$ cat src/rtl/ex_pipe_ctrl_if.sv
// ex_pipe_ctrl_if: hazard-detection inputs and stall/flush/forward controls
// exchanged between the pipeline datapath (master) and ex_pipe_ctrl (slave).
interface ex_pipe_ctrl_if;
  logic [4:0] id_rs1;
  logic [4:0] id_rs2;
  logic       id_use_rs1;
  logic       id_use_rs2;
  logic       id_mc_op;
  logic       id_mc_div;
  logic [4:0] ex_rd;
  logic       ex_wb_en;
  logic       ex_ld;
  logic [4:0] mem_rd;
  logic       mem_wb_en;
  logic       ex_flush;
  logic [1:0] forward_a;
  logic [1:0] forward_b;
  logic       stall_if;
  logic       stall_id;
  logic       bubble_ex;
  logic       ex_hold;
  logic       flush_ifid;
  logic       mc_start;
  logic       mc_busy;
  logic       mc_abort;

  modport master (
    output id_rs1, id_rs2, id_use_rs1, id_use_rs2, id_mc_op, id_mc_div,
           ex_rd, ex_wb_en, ex_ld, mem_rd, mem_wb_en, ex_flush,
    input  forward_a, forward_b, stall_if, stall_id, bubble_ex, ex_hold,
           flush_ifid, mc_start, mc_busy, mc_abort
  );

  modport slave (
    input  id_rs1, id_rs2, id_use_rs1, id_use_rs2, id_mc_op, id_mc_div,
           ex_rd, ex_wb_en, ex_ld, mem_rd, mem_wb_en, ex_flush,
    output forward_a, forward_b, stall_if, stall_id, bubble_ex, ex_hold,
           flush_ifid, mc_start, mc_busy, mc_abort
  );
endinterface

$ cat src/rtl/ex_pipe_ctrl.sv
// ex_pipe_ctrl: EX-stage pipeline sequencer. Detects load-use hazards, registers
// operand forwarding selects into ID/EX, sequences multi-cycle fmul/fdiv by
// holding EX/MEM, and stretches a branch/jump redirect into a timed flush.
// Optional feature macro: PIPE_PERF_CNT_EN adds saturating stall/flush counters.
module ex_pipe_ctrl #(
  parameter int FMUL_LAT  = 4,
  parameter int FDIV_LAT  = 16,
  parameter int FLUSH_CYC = 2
) (
  input  logic clk,
  input  logic rst,
  ex_pipe_ctrl_if.slave bus
`ifdef PIPE_PERF_CNT_EN
  ,
  output logic [31:0] perf_stall_cnt,
  output logic [31:0] perf_flush_cnt
`endif
);

  localparam int MAX_MC  = (FMUL_LAT > FDIV_LAT) ? FMUL_LAT : FDIV_LAT;
  localparam int MAX_CNT = (MAX_MC > FLUSH_CYC) ? MAX_MC : FLUSH_CYC;
  localparam int CNT_W   = $clog2(MAX_CNT + 1);

  typedef enum logic [1:0] {
    RUN     = 2'd0,
    LDSTALL = 2'd1,
    MCBUSY  = 2'd2,
    FLUSH   = 2'd3
  } state_t;

  state_t             state_q, state_d;
  logic [CNT_W-1:0]   cnt_q, cnt_d;
  logic               mc_start_q, mc_start_d;
  logic               mc_abort_q, mc_abort_d;
  logic [1:0]         fwd_a_q, fwd_a_d;
  logic [1:0]         fwd_b_q, fwd_b_d;

  logic haz_a, haz_b, load_use;
  logic run_like, lu_mask;
  logic stall_if_c, stall_id_c, bubble_ex_c, ex_hold_c, flush_ifid_c, mc_busy_c;

  // Forward select for one source: EX result is youngest so it wins over EX/MEM.
  function automatic logic [1:0] fwd_sel(input logic [4:0] rs,
                                         input logic [4:0] e_rd, input logic e_wb,
                                         input logic [4:0] m_rd, input logic m_wb);
    logic [1:0] sel;
    sel = 2'b00;
    if (rs != 5'd0) begin
      if (e_wb && (e_rd == rs)) begin
        sel = 2'b01;
      end else if (m_wb && (m_rd == rs)) begin
        sel = 2'b10;
      end
    end
    return sel;
  endfunction

  // Load-use detection; x0 is never a hazard.
  always_comb begin
    haz_a    = bus.id_use_rs1 && (bus.id_rs1 != 5'd0);
    haz_b    = bus.id_use_rs2 && (bus.id_rs2 != 5'd0);
    load_use = bus.ex_ld && bus.ex_wb_en && (bus.ex_rd != 5'd0) &&
               ((haz_a && (bus.id_rs1 == bus.ex_rd)) ||
                (haz_b && (bus.id_rs2 == bus.ex_rd)));
  end

  // Sequencer next-state and Mealy control outputs; everything is forced low in reset.
  always_comb begin
    state_d      = state_q;
    cnt_d        = cnt_q;
    mc_start_d   = 1'b0;
    mc_abort_d   = 1'b0;
    stall_if_c   = 1'b0;
    stall_id_c   = 1'b0;
    bubble_ex_c  = 1'b0;
    ex_hold_c    = 1'b0;
    flush_ifid_c = 1'b0;
    mc_busy_c    = 1'b0;
    run_like     = 1'b0;
    lu_mask      = 1'b0;
    if (!rst) begin
      if (bus.ex_flush) begin
        flush_ifid_c = 1'b1;
        bubble_ex_c  = 1'b1;
        cnt_d        = CNT_W'(FLUSH_CYC - 1);
        state_d      = FLUSH;
        mc_abort_d   = (state_q == MCBUSY);
      end else begin
        case (state_q)
          RUN: run_like = 1'b1;
          LDSTALL: begin
            // The stall was already issued; the consumer now advances (it may itself be an FP op).
            run_like = 1'b1;
            lu_mask  = 1'b1;
          end
          MCBUSY: begin
            stall_if_c = 1'b1;
            stall_id_c = 1'b1;
            // The mc_start cycle is the op's first EX cycle and does not count down.
            if (!mc_start_q) begin
              mc_busy_c = 1'b1;
              ex_hold_c = 1'b1;
              if (cnt_q == '0) begin
                state_d = RUN;
              end else begin
                cnt_d = cnt_q - CNT_W'(1);
              end
            end
          end
          FLUSH: begin
            if (cnt_q != '0) begin
              flush_ifid_c = 1'b1;
              bubble_ex_c  = 1'b1;
              cnt_d        = cnt_q - CNT_W'(1);
            end else begin
              run_like = 1'b1;
            end
          end
          default: state_d = RUN;
        endcase
        if (run_like) begin
          if (load_use && !lu_mask) begin
            stall_if_c  = 1'b1;
            stall_id_c  = 1'b1;
            bubble_ex_c = 1'b1;
            state_d     = LDSTALL;
          end else if (bus.id_mc_op) begin
            mc_start_d = 1'b1;
            cnt_d      = bus.id_mc_div ? CNT_W'(FDIV_LAT - 2) : CNT_W'(FMUL_LAT - 2);
            state_d    = MCBUSY;
          end else begin
            state_d = RUN;
          end
        end
      end
    end
  end

  // Forwarding selects follow the instruction into ID/EX: NOP on bubble, hold on stall.
  always_comb begin
    fwd_a_d = fwd_a_q;
    fwd_b_d = fwd_b_q;
    if (bubble_ex_c) begin
      fwd_a_d = 2'b00;
      fwd_b_d = 2'b00;
    end else if (!stall_id_c) begin
      fwd_a_d = fwd_sel(bus.id_rs1, bus.ex_rd, bus.ex_wb_en, bus.mem_rd, bus.mem_wb_en);
      fwd_b_d = fwd_sel(bus.id_rs2, bus.ex_rd, bus.ex_wb_en, bus.mem_rd, bus.mem_wb_en);
    end
  end

  // State, counter, pulse and forwarding registers.
  always_ff @(posedge clk or posedge rst) begin
    if (rst) begin
      state_q    <= RUN;
      cnt_q      <= '0;
      mc_start_q <= 1'b0;
      mc_abort_q <= 1'b0;
      fwd_a_q    <= 2'b00;
      fwd_b_q    <= 2'b00;
    end else begin
      state_q    <= state_d;
      cnt_q      <= cnt_d;
      mc_start_q <= mc_start_d;
      mc_abort_q <= mc_abort_d;
      fwd_a_q    <= fwd_a_d;
      fwd_b_q    <= fwd_b_d;
    end
  end

  assign bus.forward_a  = fwd_a_q;
  assign bus.forward_b  = fwd_b_q;
  assign bus.stall_if   = stall_if_c;
  assign bus.stall_id   = stall_id_c;
  assign bus.bubble_ex  = bubble_ex_c;
  assign bus.ex_hold    = ex_hold_c;
  assign bus.flush_ifid = flush_ifid_c;
  assign bus.mc_start   = mc_start_q;
  assign bus.mc_busy    = mc_busy_c;
  assign bus.mc_abort   = mc_abort_q;

`ifdef PIPE_PERF_CNT_EN
  logic [31:0] perf_stall_q, perf_stall_d;
  logic [31:0] perf_flush_q, perf_flush_d;

  // Saturating event counters for stalled and flushed cycles.
  always_comb begin
    perf_stall_d = perf_stall_q;
    perf_flush_d = perf_flush_q;
    if (stall_id_c && (perf_stall_q != 32'hFFFF_FFFF)) begin
      perf_stall_d = perf_stall_q + 32'd1;
    end
    if (flush_ifid_c && (perf_flush_q != 32'hFFFF_FFFF)) begin
      perf_flush_d = perf_flush_q + 32'd1;
    end
  end

  // Counter registers.
  always_ff @(posedge clk or posedge rst) begin
    if (rst) begin
      perf_stall_q <= 32'd0;
      perf_flush_q <= 32'd0;
    end else begin
      perf_stall_q <= perf_stall_d;
      perf_flush_q <= perf_flush_d;
    end
  end

  assign perf_stall_cnt = perf_stall_q;
  assign perf_flush_cnt = perf_flush_q;
`endif

endmodule
$ cat src/flat_wrapper.sv
// flat-port wrapper written by rule: the top's interface ports become plain ports
module ex_pipe_ctrl_flat 
#(
  parameter int FMUL_LAT  = 4,
  parameter int FDIV_LAT  = 16,
  parameter int FLUSH_CYC = 2
)
  (clk, rst, bus_id_rs1, bus_id_rs2, bus_id_use_rs1, bus_id_use_rs2, bus_id_mc_op, bus_id_mc_div, bus_ex_rd, bus_ex_wb_en, bus_ex_ld, bus_mem_rd, bus_mem_wb_en, bus_ex_flush, bus_forward_a, bus_forward_b, bus_stall_if, bus_stall_id, bus_bubble_ex, bus_ex_hold, bus_flush_ifid, bus_mc_start, bus_mc_busy, bus_mc_abort);
  ex_pipe_ctrl_if bus_i ();
  input  logic clk;
  input  logic rst;
  input wire logic [$bits(bus_i.id_rs1)-1:0] bus_id_rs1;
  input wire logic [$bits(bus_i.id_rs2)-1:0] bus_id_rs2;
  input wire logic [$bits(bus_i.id_use_rs1)-1:0] bus_id_use_rs1;
  input wire logic [$bits(bus_i.id_use_rs2)-1:0] bus_id_use_rs2;
  input wire logic [$bits(bus_i.id_mc_op)-1:0] bus_id_mc_op;
  input wire logic [$bits(bus_i.id_mc_div)-1:0] bus_id_mc_div;
  input wire logic [$bits(bus_i.ex_rd)-1:0] bus_ex_rd;
  input wire logic [$bits(bus_i.ex_wb_en)-1:0] bus_ex_wb_en;
  input wire logic [$bits(bus_i.ex_ld)-1:0] bus_ex_ld;
  input wire logic [$bits(bus_i.mem_rd)-1:0] bus_mem_rd;
  input wire logic [$bits(bus_i.mem_wb_en)-1:0] bus_mem_wb_en;
  input wire logic [$bits(bus_i.ex_flush)-1:0] bus_ex_flush;
  output wire logic [$bits(bus_i.forward_a)-1:0] bus_forward_a;
  output wire logic [$bits(bus_i.forward_b)-1:0] bus_forward_b;
  output wire logic [$bits(bus_i.stall_if)-1:0] bus_stall_if;
  output wire logic [$bits(bus_i.stall_id)-1:0] bus_stall_id;
  output wire logic [$bits(bus_i.bubble_ex)-1:0] bus_bubble_ex;
  output wire logic [$bits(bus_i.ex_hold)-1:0] bus_ex_hold;
  output wire logic [$bits(bus_i.flush_ifid)-1:0] bus_flush_ifid;
  output wire logic [$bits(bus_i.mc_start)-1:0] bus_mc_start;
  output wire logic [$bits(bus_i.mc_busy)-1:0] bus_mc_busy;
  output wire logic [$bits(bus_i.mc_abort)-1:0] bus_mc_abort;
  assign bus_i.id_rs1 = bus_id_rs1;
  assign bus_i.id_rs2 = bus_id_rs2;
  assign bus_i.id_use_rs1 = bus_id_use_rs1;
  assign bus_i.id_use_rs2 = bus_id_use_rs2;
  assign bus_i.id_mc_op = bus_id_mc_op;
  assign bus_i.id_mc_div = bus_id_mc_div;
  assign bus_i.ex_rd = bus_ex_rd;
  assign bus_i.ex_wb_en = bus_ex_wb_en;
  assign bus_i.ex_ld = bus_ex_ld;
  assign bus_i.mem_rd = bus_mem_rd;
  assign bus_i.mem_wb_en = bus_mem_wb_en;
  assign bus_i.ex_flush = bus_ex_flush;
  assign bus_forward_a = bus_i.forward_a;
  assign bus_forward_b = bus_i.forward_b;
  assign bus_stall_if = bus_i.stall_if;
  assign bus_stall_id = bus_i.stall_id;
  assign bus_bubble_ex = bus_i.bubble_ex;
  assign bus_ex_hold = bus_i.ex_hold;
  assign bus_flush_ifid = bus_i.flush_ifid;
  assign bus_mc_start = bus_i.mc_start;
  assign bus_mc_busy = bus_i.mc_busy;
  assign bus_mc_abort = bus_i.mc_abort;
  ex_pipe_ctrl #(.FMUL_LAT(FMUL_LAT), .FDIV_LAT(FDIV_LAT), .FLUSH_CYC(FLUSH_CYC)) u_core (.clk(clk), .rst(rst), .bus(bus_i));
endmodule
$ cat config.mk
export PLATFORM = sky130hd
export DESIGN_NAME = ex_pipe_ctrl_flat
export DESIGN_NICKNAME = d
export VERILOG_FILES = /design/src/rtl/ex_pipe_ctrl_if.sv /design/src/rtl/ex_pipe_ctrl.sv /design/src/flat_wrapper.sv
export SDC_FILE = /design/constraint.sdc
export NUM_CORES = 1
export LEC_CHECK = 0
export BUFFER_PORTS_ARGS = -buffer_cell sky130_fd_sc_hd__buf_2
export CORE_MARGIN = 2
export CORE_UTILIZATION = 48
export DETAILED_ROUTE_END_ITERATION = 10
export GPL_TIMING_DRIVEN = 0
export PLACE_DENSITY = 0.75
export SYNTH_ARGS = -nofsm -noshare
export SYNTH_HDL_FRONTEND = slang
export SYNTH_SLANG_ARGS = --single-unit
$ cat constraint.sdc
create_clock -name clk -period 2.2 [get_ports clk]
set_input_delay 0.22 -clock clk [delete_from_list [all_inputs] [get_ports clk]]
set_output_delay 0.22 -clock clk [all_outputs]
set_load 0.01 [all_outputs]
==> results_dict.tcl <==
set metrics [dict create \
    fin_ws_ps 52.83 \
    cts_max_level 1 \
    yosys-top-cells-count "nand2_1, dfrtp_1, nor2_1, xnor2_1, xor2_1" \
    crit_path_cell_trace "inv_2 -> ha_4 -> nand2b_4 -> o31a_4 -> nor2_4 -> o211ai_4 -> a21oi_2 -> buf_2" \
    maxCapViolations 0 \
    syn_area_per_cell_um2 8.335 \
    die_w_um 52.06 \
    hold_path_class "input pin to flop" \
    syn2layout_area_growth_pct 35.10 \
    viasPerCell 5.432 \
    synth_top_area_share 0.2935 \
    tightest_slew_ps 631.3 \
    grt.total_usage 0.2312 \
    regArea_um2 325.3 \
    max_freq_ghz 0.4657 \
    cts_buffer_depth 2 \
    synthDistinctLibCells 44 \
    clkSlewWorstSetupHoldPaths_ps 90 \
    initial_core_util 0.5060 \
    cp_top_family "compound AO/OA/AOI/OAI gates" \
    setup_violations 0 \
    final_nets 217 \
    die-area_um2 2710 \
    hold_violations 0 \
    num_rows 17 \
    syn-cell-area_um2 1109 \
    cts_tree "yes" \
    grt_max_degree 18 \
    postCtsHoldBufs 0 \
    status "complete, no violations" \
    slew_headroom 0.5787 \
    die_h_um 52.06 \
    grt_pass1_vias 1143 \
    root_buffer "clkbuf_4" \
    drt_pass1_iterations 4 \
    pre_cts_ws_ps 94.76 \
    yosysTopAreaCell "dfrtp_1" \
    peakVddDrop_mv 0.5142 \
    clk-insertion-delay-late_ps 280 \
    drt_iter0_drc 12 \
    synth_most_common_cell "nand2_1" \
    p_leak_uw 0.0006828 \
    io_pins 42 \
    syn-instance-count 133 \
    cp_data_arrival_time_ps 1930 \
    syn-num-nets 164 \
    p_per_area_nw_per_um2 862.8 \
    async_flop_share 1.000 \
    grt_first_pass_wirelength_mm 4.664 \
    max_stage_delay_ps 400 \
    slew_violations 0 \
    clock_skew_ps 6.288 \
    cp_max_fo 6 \
    cts-buffers-inserted 3 \
    setup.worst_path.end_class "primary output" \
    dp.cells 201 \
    coreArea_um2 2191 \
    via_count 1157 \
    rsz0062_at_grt "yes" \
    path_buf_inv 2 \
    antenna_cells 0 \
    worstSetupStartpointType "flop" \
    place_congestion 0.8660 \
    synth_edf_count 0 \
    wl_per_cell_um 13.49 \
    dp_hpwl_mm 2.260 \
    filler_cell_count 182 \
    setup.worst_path.class "flop to primary output" \
    yosysSeqAreaShare 0.2935 \
    slowest_stage "dfrtp_1" \
    synth-main-ff-cell "dfrtp_1" \
    drive_gt1_frac 0.4054 \
    numPortBuffers 40 \
    final_cells 213 \
    multi_input_area_um2 798.3 \
    clock-sinks 13 \
    required_ps 1980 \
    drc 0 \
    yosys-top-cells-area "dfrtp_1, xnor2_1, xor2_1" \
    fin_util 0.6836 \
    drt_wl_total_mm 2.874 \
    finalCriticalPeriod_ps 2147 \
    final.period_utilization 0.9760 \
    ys_ff_latch 13 \
    antenna_found_initial 0 \
    grt-ovfl-total 0 \
    ys_warn_count 0 \
    ant_nets 0 \
]
==> metal layers <==
metal | routed length (um) | vias to the layer above | global-route usage
li1 | - | 578 | -
met1 | 1229 | 534 | 0.2680
met2 | 1463 | 41 | 0.4093
met3 | 138 | 4 | 0.03448
met4 | 42 | 0 | 0.1140
met5 | 0 | - | 0
==> worst paths after layout <==
| kind | from | endpoint | slack [ps] | cells after the start |
|---|---|---|---|---|
| min reg2reg | u_core.bus.forward_a[0] | u_core.bus.forward_a[0] | 490 | 2 |
| min in group asynchronous | rst | u_core.bus.forward_b[1] | 240 | 2 |
| max | u_core.cnt_q[0] | bus_bubble_ex | 50 | 8 |
| max in group asynchronous | rst | u_core.cnt_q[1] | 1560 | 2 |
| min | bus_ex_wb_en | u_core.bus.forward_b[0] | 210 | 3 |
| max reg2reg | u_core.cnt_q[0] | u_core.cnt_q[0] | 150 | 10 |
==> per-stage QoR <==
| step | hold WS, ps | TNS [ps] | instance area (um2) | total power [uW] |
|---|---|---|---|---|
| 2_1_floorplan | 358.8 | 0 | 1109 | 760.1 |
| 3_3_place_gp | 466.5 | 0 | 1344 | 899.1 |
| 3_5_place_dp | 473.2 | 0 | 1344 | 924.5 |
| 4_1_cts | 214.5 | 0 | 1409 | 1139 |
| 5_1_grt | 235.1 | -20.47 | 1498 | 1386 |
| 6_report | 205.7 | 0 | 1498 | 1292 |
==> sequential cells by signal, indices dropped and copies added (netlist names) <==
register              cells
u_core.bus.mc_abort       1
u_core.state_q            2
u_core.bus.forward_b      2
u_core.cnt_q              5
u_core.bus.forward_a      2
u_core.bus.mc_start       1
==> power breakdown <==
group	switching, uW	leakage [uW]	internal, uW	total [uW]
clock network	89.1	0.0000177	67.4	156
logic	417	0.000497	386	803
registers	44.9	0.000168	288	333
==> layout make-up <==
type | instances | share of cell area
Multi-Input combinational cell | 109 | 0.5330
Sequential cell | 13 | 0.2172
Timing Repair Buffer | 48 | 0.1738
Tap cell | 28 | 0.02339
Buffer | 6 | 0.02172
Clock buffer | 3 | 0.01504
Inverter | 5 | 0.01253
Clock inverter | 1 | 0.003342
==> repair_timing <==
item / CTS / global route
cloned: 0 / 0
setup buffers: 0 / 8
resized for setup: 8 / 6
endpoints found under the setup margin: 3 / 4
pin swaps: 2 / 4
==> worst reg2reg max path: stages (launching register included) <==
cell	delay, ps
dfrtp_1	400
inv_2	90
ha_4	160
nand2b_4	60
o31a_4	390
nor2_4	150
buf_4	120
and2_1	100
buf_2	160
nand2_2	100
a31o_1	230
==> cells in the final DEF (no fill, tap or decap), drive strengths merged, types with 2 or more instances in the layout <==
| master | synthesis | final |
|---|---|---|
| nor3 | 6 | 6 |
| xnor2 | 10 | 10 |
| nand2 | 16 | 16 |
| clkbuf | 2 | 5 |
| a31oi | 4 | 4 |
| a31o | 2 | 2 |
| nor2b | 2 | 2 |
| o211ai | 3 | 3 |
| a21oi | 6 | 6 |
| inv | 5 | 5 |
| nor4 | 2 | 2 |
| a211oi | 2 | 2 |
| o21a | 2 | 2 |
| o21ai | 9 | 9 |
| nor2 | 12 | 12 |
| dfrtp | 13 | 13 |
| xor2 | 10 | 10 |
| buf | 4 | 52 |
| nand3 | 5 | 5 |
==> logic make-up after synthesis <==
| group | after synthesis | synth area share |
|---|---|---|
| AOI/OAI and AO/OA | 33 | 0.2269 |
| buffers and inverters | 11 | 0.04628 |
| and+or+nand+nor | 54 | 0.2551 |
| muxes | 1 | 0.009030 |
| DFF | 13 | 0.2935 |
| xor gates and xnor gates | 20 | 0.1580 |
| adders and majority gates | 1 | 0.01128 |
No activity file was read; power rests on OpenSTA's default activity.
